==> config.mk <==
export PLATFORM = sky130hd
export DESIGN_NAME = codificador_4x2_sync
export DESIGN_NICKNAME = d
export VERILOG_FILES = /design/src/rtl/codificador_4x2_sync_pkg.sv /design/src/rtl/codificador_4x2_sync_sincronizador.sv /design/src/rtl/codificador_4x2_sync.sv
export SDC_FILE = /design/constraint.sdc
export NUM_CORES = 1
export LEC_CHECK = 0
export BUFFER_PORTS_ARGS = -buffer_cell sky130_fd_sc_hd__buf_2
export CAP_MARGIN = 10
export CORE_ASPECT_RATIO = 0.6
export CORE_MARGIN = 4
export CORE_UTILIZATION = 45
export CTS_CLUSTER_DIAMETER = 40
export DETAILED_ROUTE_END_ITERATION = 8
export PLACE_DENSITY = 0.6
export SYNTH_ARGS = -nofsm -noshare
export SYNTH_HDL_FRONTEND = slang
export SYNTH_SLANG_ARGS = --single-unit
==> constraint.sdc <==
create_clock -name Clock -period 4.9 [get_ports Clock]
set_clock_uncertainty 0.2 [all_clocks]
set_input_delay 0.735 -clock Clock [delete_from_list [all_inputs] [get_ports Clock]]
set_output_delay 0.735 -clock Clock [all_outputs]
set_load 0.01 [all_outputs]
==> src/rtl/codificador_4x2_sync_pkg.sv <==
// Shared types and helpers for the 4-to-2 one-hot encoder (and the matching decoder bench).
package codificador_4x2_sync_pkg;

    typedef enum logic [1:0] {
        OCIOSO         = 2'b00,
        ESTABILIZANDO  = 2'b01,
        AGUARDA_SOLTAR = 2'b10
    } estado_t;

    localparam logic [3:0] OH_0 = 4'b0001;
    localparam logic [3:0] OH_1 = 4'b0010;
    localparam logic [3:0] OH_2 = 4'b0100;
    localparam logic [3:0] OH_3 = 4'b1000;

    function automatic logic is_onehot(input logic [3:0] v);
        return (v == OH_0) || (v == OH_1) || (v == OH_2) || (v == OH_3);
    endfunction

    // Highest set bit wins, so the same function serves one-hot and priority encoding.
    function automatic logic [1:0] encode(input logic [3:0] v);
        if (v[3])
            return 2'd3;
        else if (v[2])
            return 2'd2;
        else if (v[1])
            return 2'd1;
        else
            return 2'd0;
    endfunction

endpackage

==> src/rtl/codificador_4x2_sync_sincronizador.sv <==
// Two-flop synchronizer for asynchronous inputs, cleared to zero by an async active-high reset.
module sincronizador_2ff #(
    parameter int W = 4
) (
    input  logic         clk,
    input  logic         rst,
    input  logic [W-1:0] d,
    output logic [W-1:0] q
);

    logic [W-1:0] s1;

    always_ff @(posedge clk or posedge rst) begin
        if (rst) begin
            s1 <= '0;
            q  <= '0;
        end else begin
            s1 <= d;
            q  <= s1;
        end
    end

endmodule

==> src/rtl/codificador_4x2_sync.sv <==
// Debounced, registered 4-to-2 one-hot encoder with Valido/Erro pulses.
// Define CODIFICADOR_PRIORIDADE_EN to encode multi-hot patterns by their highest bit instead of flagging Erro.
module codificador_4x2_sync
    import codificador_4x2_sync_pkg::*;
#(
    parameter int ESTAVEL_CICLOS = 4,
    parameter int CNT_W          = 8
) (
    input  logic       Clock,
    input  logic       Reset,
    input  logic [3:0] Entrada,
    output logic [1:0] Codigo,
    output logic       Valido,
    output logic       Erro,
    output logic       Ocupado
);

    localparam logic [CNT_W-1:0] LIMITE = CNT_W'(ESTAVEL_CICLOS - 1);

    logic [3:0]       s2;
    logic [3:0]       cap;
    logic [CNT_W-1:0] cnt;
    estado_t          estado;

    sincronizador_2ff #(.W(4)) u_sinc (
        .clk (Clock),
        .rst (Reset),
        .d   (Entrada),
        .q   (s2)
    );

    always_ff @(posedge Clock or posedge Reset) begin
        if (Reset) begin
            estado  <= OCIOSO;
            cap     <= '0;
            cnt     <= '0;
            Codigo  <= 2'd0;
            Valido  <= 1'b0;
            Erro    <= 1'b0;
            Ocupado <= 1'b0;
        end else begin
            Valido <= 1'b0;
            Erro   <= 1'b0;
            case (estado)
                OCIOSO: begin
                    if (s2 != 4'b0000) begin
                        cap     <= s2;
                        cnt     <= CNT_W'(1);
                        estado  <= ESTABILIZANDO;
                        Ocupado <= 1'b1;
                    end
                end
                ESTABILIZANDO: begin
                    if (s2 != cap) begin
                        if (s2 == 4'b0000) begin
                            cnt     <= '0;
                            estado  <= OCIOSO;
                            Ocupado <= 1'b0;
                        end else begin
                            // Bounce to another pattern restarts the stability window.
                            cap <= s2;
                            cnt <= CNT_W'(1);
                        end
                    end else if (cnt == LIMITE) begin
`ifdef CODIFICADOR_PRIORIDADE_EN
                        Codigo <= encode(cap);
                        Valido <= 1'b1;
`else
                        if (is_onehot(cap)) begin
                            Codigo <= encode(cap);
                            Valido <= 1'b1;
                        end else begin
                            Erro <= 1'b1;
                        end
`endif
                        estado <= AGUARDA_SOLTAR;
                    end else begin
                        cnt <= cnt + CNT_W'(1);
                    end
                end
                AGUARDA_SOLTAR: begin
                    if (s2 == 4'b0000) begin
                        cnt     <= '0;
                        estado  <= OCIOSO;
                        Ocupado <= 1'b0;
                    end
                end
                default: begin
                    cnt     <= '0;
                    estado  <= OCIOSO;
                    Ocupado <= 1'b0;
                end
            endcase
        end
    end

endmodule

==> summary.md <==
| Metric | Value |
|---|---|
| Post-synth top flop | dfrtp_1 |
| DR pass1 iterations | 4 |
| Tot Pwr | 0.680 mW |
| Most frequent cells in the layout | dfrtp_1 (27), nand2_1 (10), nor2_1 (10), a31oi_1 (10), buf_2 (10) |
| Syn Inst Count | 140 |
| Crit. End Element | flop |
| Clock sink total | 27 |
| Kind of critical path | reg -> reg |
| EDFF count, synth | 0 |
| Nets | 159 |
| Power density over cell area | 449 nW/µm² |
| Slew HR | 0.325 |
| Final Slew Violations | 0 |
| YS warnings | 0 |
| Unique masters post-synth | 38 |
| HP Start | u_sinc.s1[3]$_DFF_PP0_ |
| Fin crit period | 2.89 ns |
| Critical path arrival | 2.87 ns |
| Die area | 4080 µm² |
| Core area | 2910 µm² |
| MaxCap Viol Count | 0 |
| Top Ports | 11 |
| Die Span X | 79.9 µm |
| Crit-path max FO | 14 |
| Post-CTS sizing | 0 |
| Initial antenna violation count | 0 |
| H-tree levels | 1 |
| Flop2flop setup slack | 2.01 ns |
| Routability congestion estimate | 0.768 |
| Antenna-violating nets left | 0 |
| Gr ovfl total | 0 |
| First-pass GRT wire length | 4800 µm |
| Setup TNS | 0 ns |
| Final Cell Area | 1510 µm² |
| Pin count of the biggest net entering global routing | 28 |
| Syn Nets | 151 |
| R2R Path End | cnt[7]$_DFFE_PP0P_ |
| Clock Path Buffers | 2 |
| Avg Vias per Cell | 5.54 |
| Placed Area | 1460 µm² |
| Drt total wl | 2630 µm |
| WHS Endpoint | u_sinc.q[3]$_DFF_PP0_ |
| Mapped cell area | 1400 µm² |
| Total GRT Usage | 0.151 |
| FP Rows | 15 |
| Worst-path cell chain | nor4_2 -> mux2i_1 -> nand3_1 -> o31ai_1 |
| Maximum vdd ir drop | 222 µV |
| Hold Crit Depth | 0 |
| Sequential-to-total area share from yosys stat | 0.484 |
| Status | completed |
| Clk Latency, worst-skew pair | 0.27 ns |
| Final Hold Fails | 0 |
| Ant. Diodes | 0 |
| Asr flop ratio synth | 1.00 |
| Hold Path Class | reg -> reg |
| Worst r2r src | u_sinc.q[3]$_DFF_PP0_ |
| Layout cell share with drive strength beyond 1 | 0.143 |
| Post-route DRC | 0 |
| Worst-Margin Slew | 1.01 ns |
| Commonest non-fill, non-tap cell in the layout | dfrtp_1 |
| Average cell area after synthesis | 9.96 µm² |
| CP required | 4.88 ns |
| Hold_buf cts | 0 |
| Crit-path leading delay family | simple AND/OR/NAND/NOR gates |
| Unrepaired setup endpoints after global routing | false |
| Clock-pin transition on the worst setup and hold timing paths | 0.10 ns |
| Max incr delay on CP | 0.87 ns |
| Setup violators final | 0 |
| Initial Util | 0.480 |
| Buffers and inverters on the worst path | 0 |
| Synth-to-Final Area Change | 8.52% |
| CP startpoint kind | flop |
| Root Buffer | clkbuf_8 |
| CTS Buf Count | 3 |
| Leak | 0.686 nW |
| FF-to-FF path depth | 4 |
| Setup bufs post-CTS | 0 |
| Register bit total from synthesis | 27 |
| Initial DRC Count | 130 |
| Fin crit share | 0.590 |
| Wire length per cell | 13.9 µm |
| IO buf count | 10 |
| Vias in the first global route | 1014 |
| Worst path slowest cell | mux2i_1 |
| Fmax | 0.346 GHz |
| Routed vias | 1048 |
| Post-DP HPWL | 1860 µm |
| Die height | 51.1 µm |
| CTS tree | built |
-- metrics by stage --
step | hold slack, ns | utilization | instances | setup slack (ns)
2_1_floorplan | 0.131 | - | 140 | 2.74
3_3_place_gp | 0.136 | 0.503 | 185 | 2.21
6_report | 0.156 | 0.520 | 189 | 2.01
4_1_cts | 0.159 | 0.520 | 189 | 2.02
3_5_place_dp | 0.135 | 0.503 | 185 | 2.10
5_1_grt | 0.167 | 0.520 | 189 | 1.77
-- synth_stat cells (all sizes together) (3+ instances only) --
cell	n	area [µm²]
dfrtp	27	676
nor2	10	37.5
mux2i	3	30.0
nor2b	3	18.8
nor3	3	20.0
a31oi	10	62.6
mux2	4	45.0
buf	6	30.0
o31ai	3	22.5
nand3	5	25.0
ha	5	62.6
inv	8	30.0
xnor2	4	35.0
a21oi	4	20.0
o21ai	10	50.0
nand2	10	37.5
-- power breakdown --
part           internal, mW  total (mW)  switching, mW  leakage, nW
Clock                0.0597       0.133         0.0733       0.0261
Combinational         0.106       0.226          0.120        0.324
Sequential            0.256       0.321         0.0650        0.336
-- worst max-delay path by stage --
stage / from / to / slack [ns] / depth (start not counted)
6_report: u_sinc.q[3]$_DFF_PP0_ / cnt[7]$_DFFE_PP0P_ / 2.01 / 4
3_3_place_gp: u_sinc.q[3]$_DFF_PP0_ / cnt[7]$_DFFE_PP0P_ / 2.21 / 4
5_1_grt: u_sinc.q[3]$_DFF_PP0_ / cnt[7]$_DFFE_PP0P_ / 1.77 / 4
2_1_floorplan: u_sinc.q[3]$_DFF_PP0_ / cnt[1]$_DFFE_PP0P_ / 2.74 / 5
3_5_place_dp: u_sinc.q[3]$_DFF_PP0_ / cnt[7]$_DFFE_PP0P_ / 2.10 / 4
4_1_cts: u_sinc.q[3]$_DFF_PP0_ / cnt[7]$_DFFE_PP0P_ / 2.02 / 4
-- metal layers --
layer / track usage / routed length (µm) / vias up
met3: 0.0440 / 107 / 2
met1: 0.220 / 1450 / 505
met5: 0 / 0 / -
met4: 0.0337 / 13 / 0
met2: 0.221 / 1060 / 25
li1: - / - / 516
-- cell families (layout without fill, tap and decap cells) --
family | Yosys count | in the layout | synth area share
flops | 27 | 27 | 0.484
mux | 7 | 7 | 0.0538
buf+inv | 15 | 22 | 0.0457
compound gates | 37 | 37 | 0.170
simple gates | 44 | 44 | 0.170
xor+xnor | 5 | 5 | 0.0314
fa+ha+maj | 5 | 5 | 0.0448
-- flip-flops by register name, indices dropped and copies added (netlist names) --
register   flops
u_sinc.s1      4
Ocupado        1
Erro           1
cnt            8
u_sinc.q       4
estado         2
cap            4
Codigo         2
Valido         1
-- layout make-up --
cell class | count | area [µm²]
fill | 259 | 1400
sequential | 27 | 676
multi-input combinational | 98 | 656
tap | 42 | 52.6
timing repair buffer | 10 | 50.0
clock buffer | 3 | 41.3
inverter | 8 | 30.0
clock inverter | 1 | 8.76
Note: power is estimated with default switching activity, not from simulation.
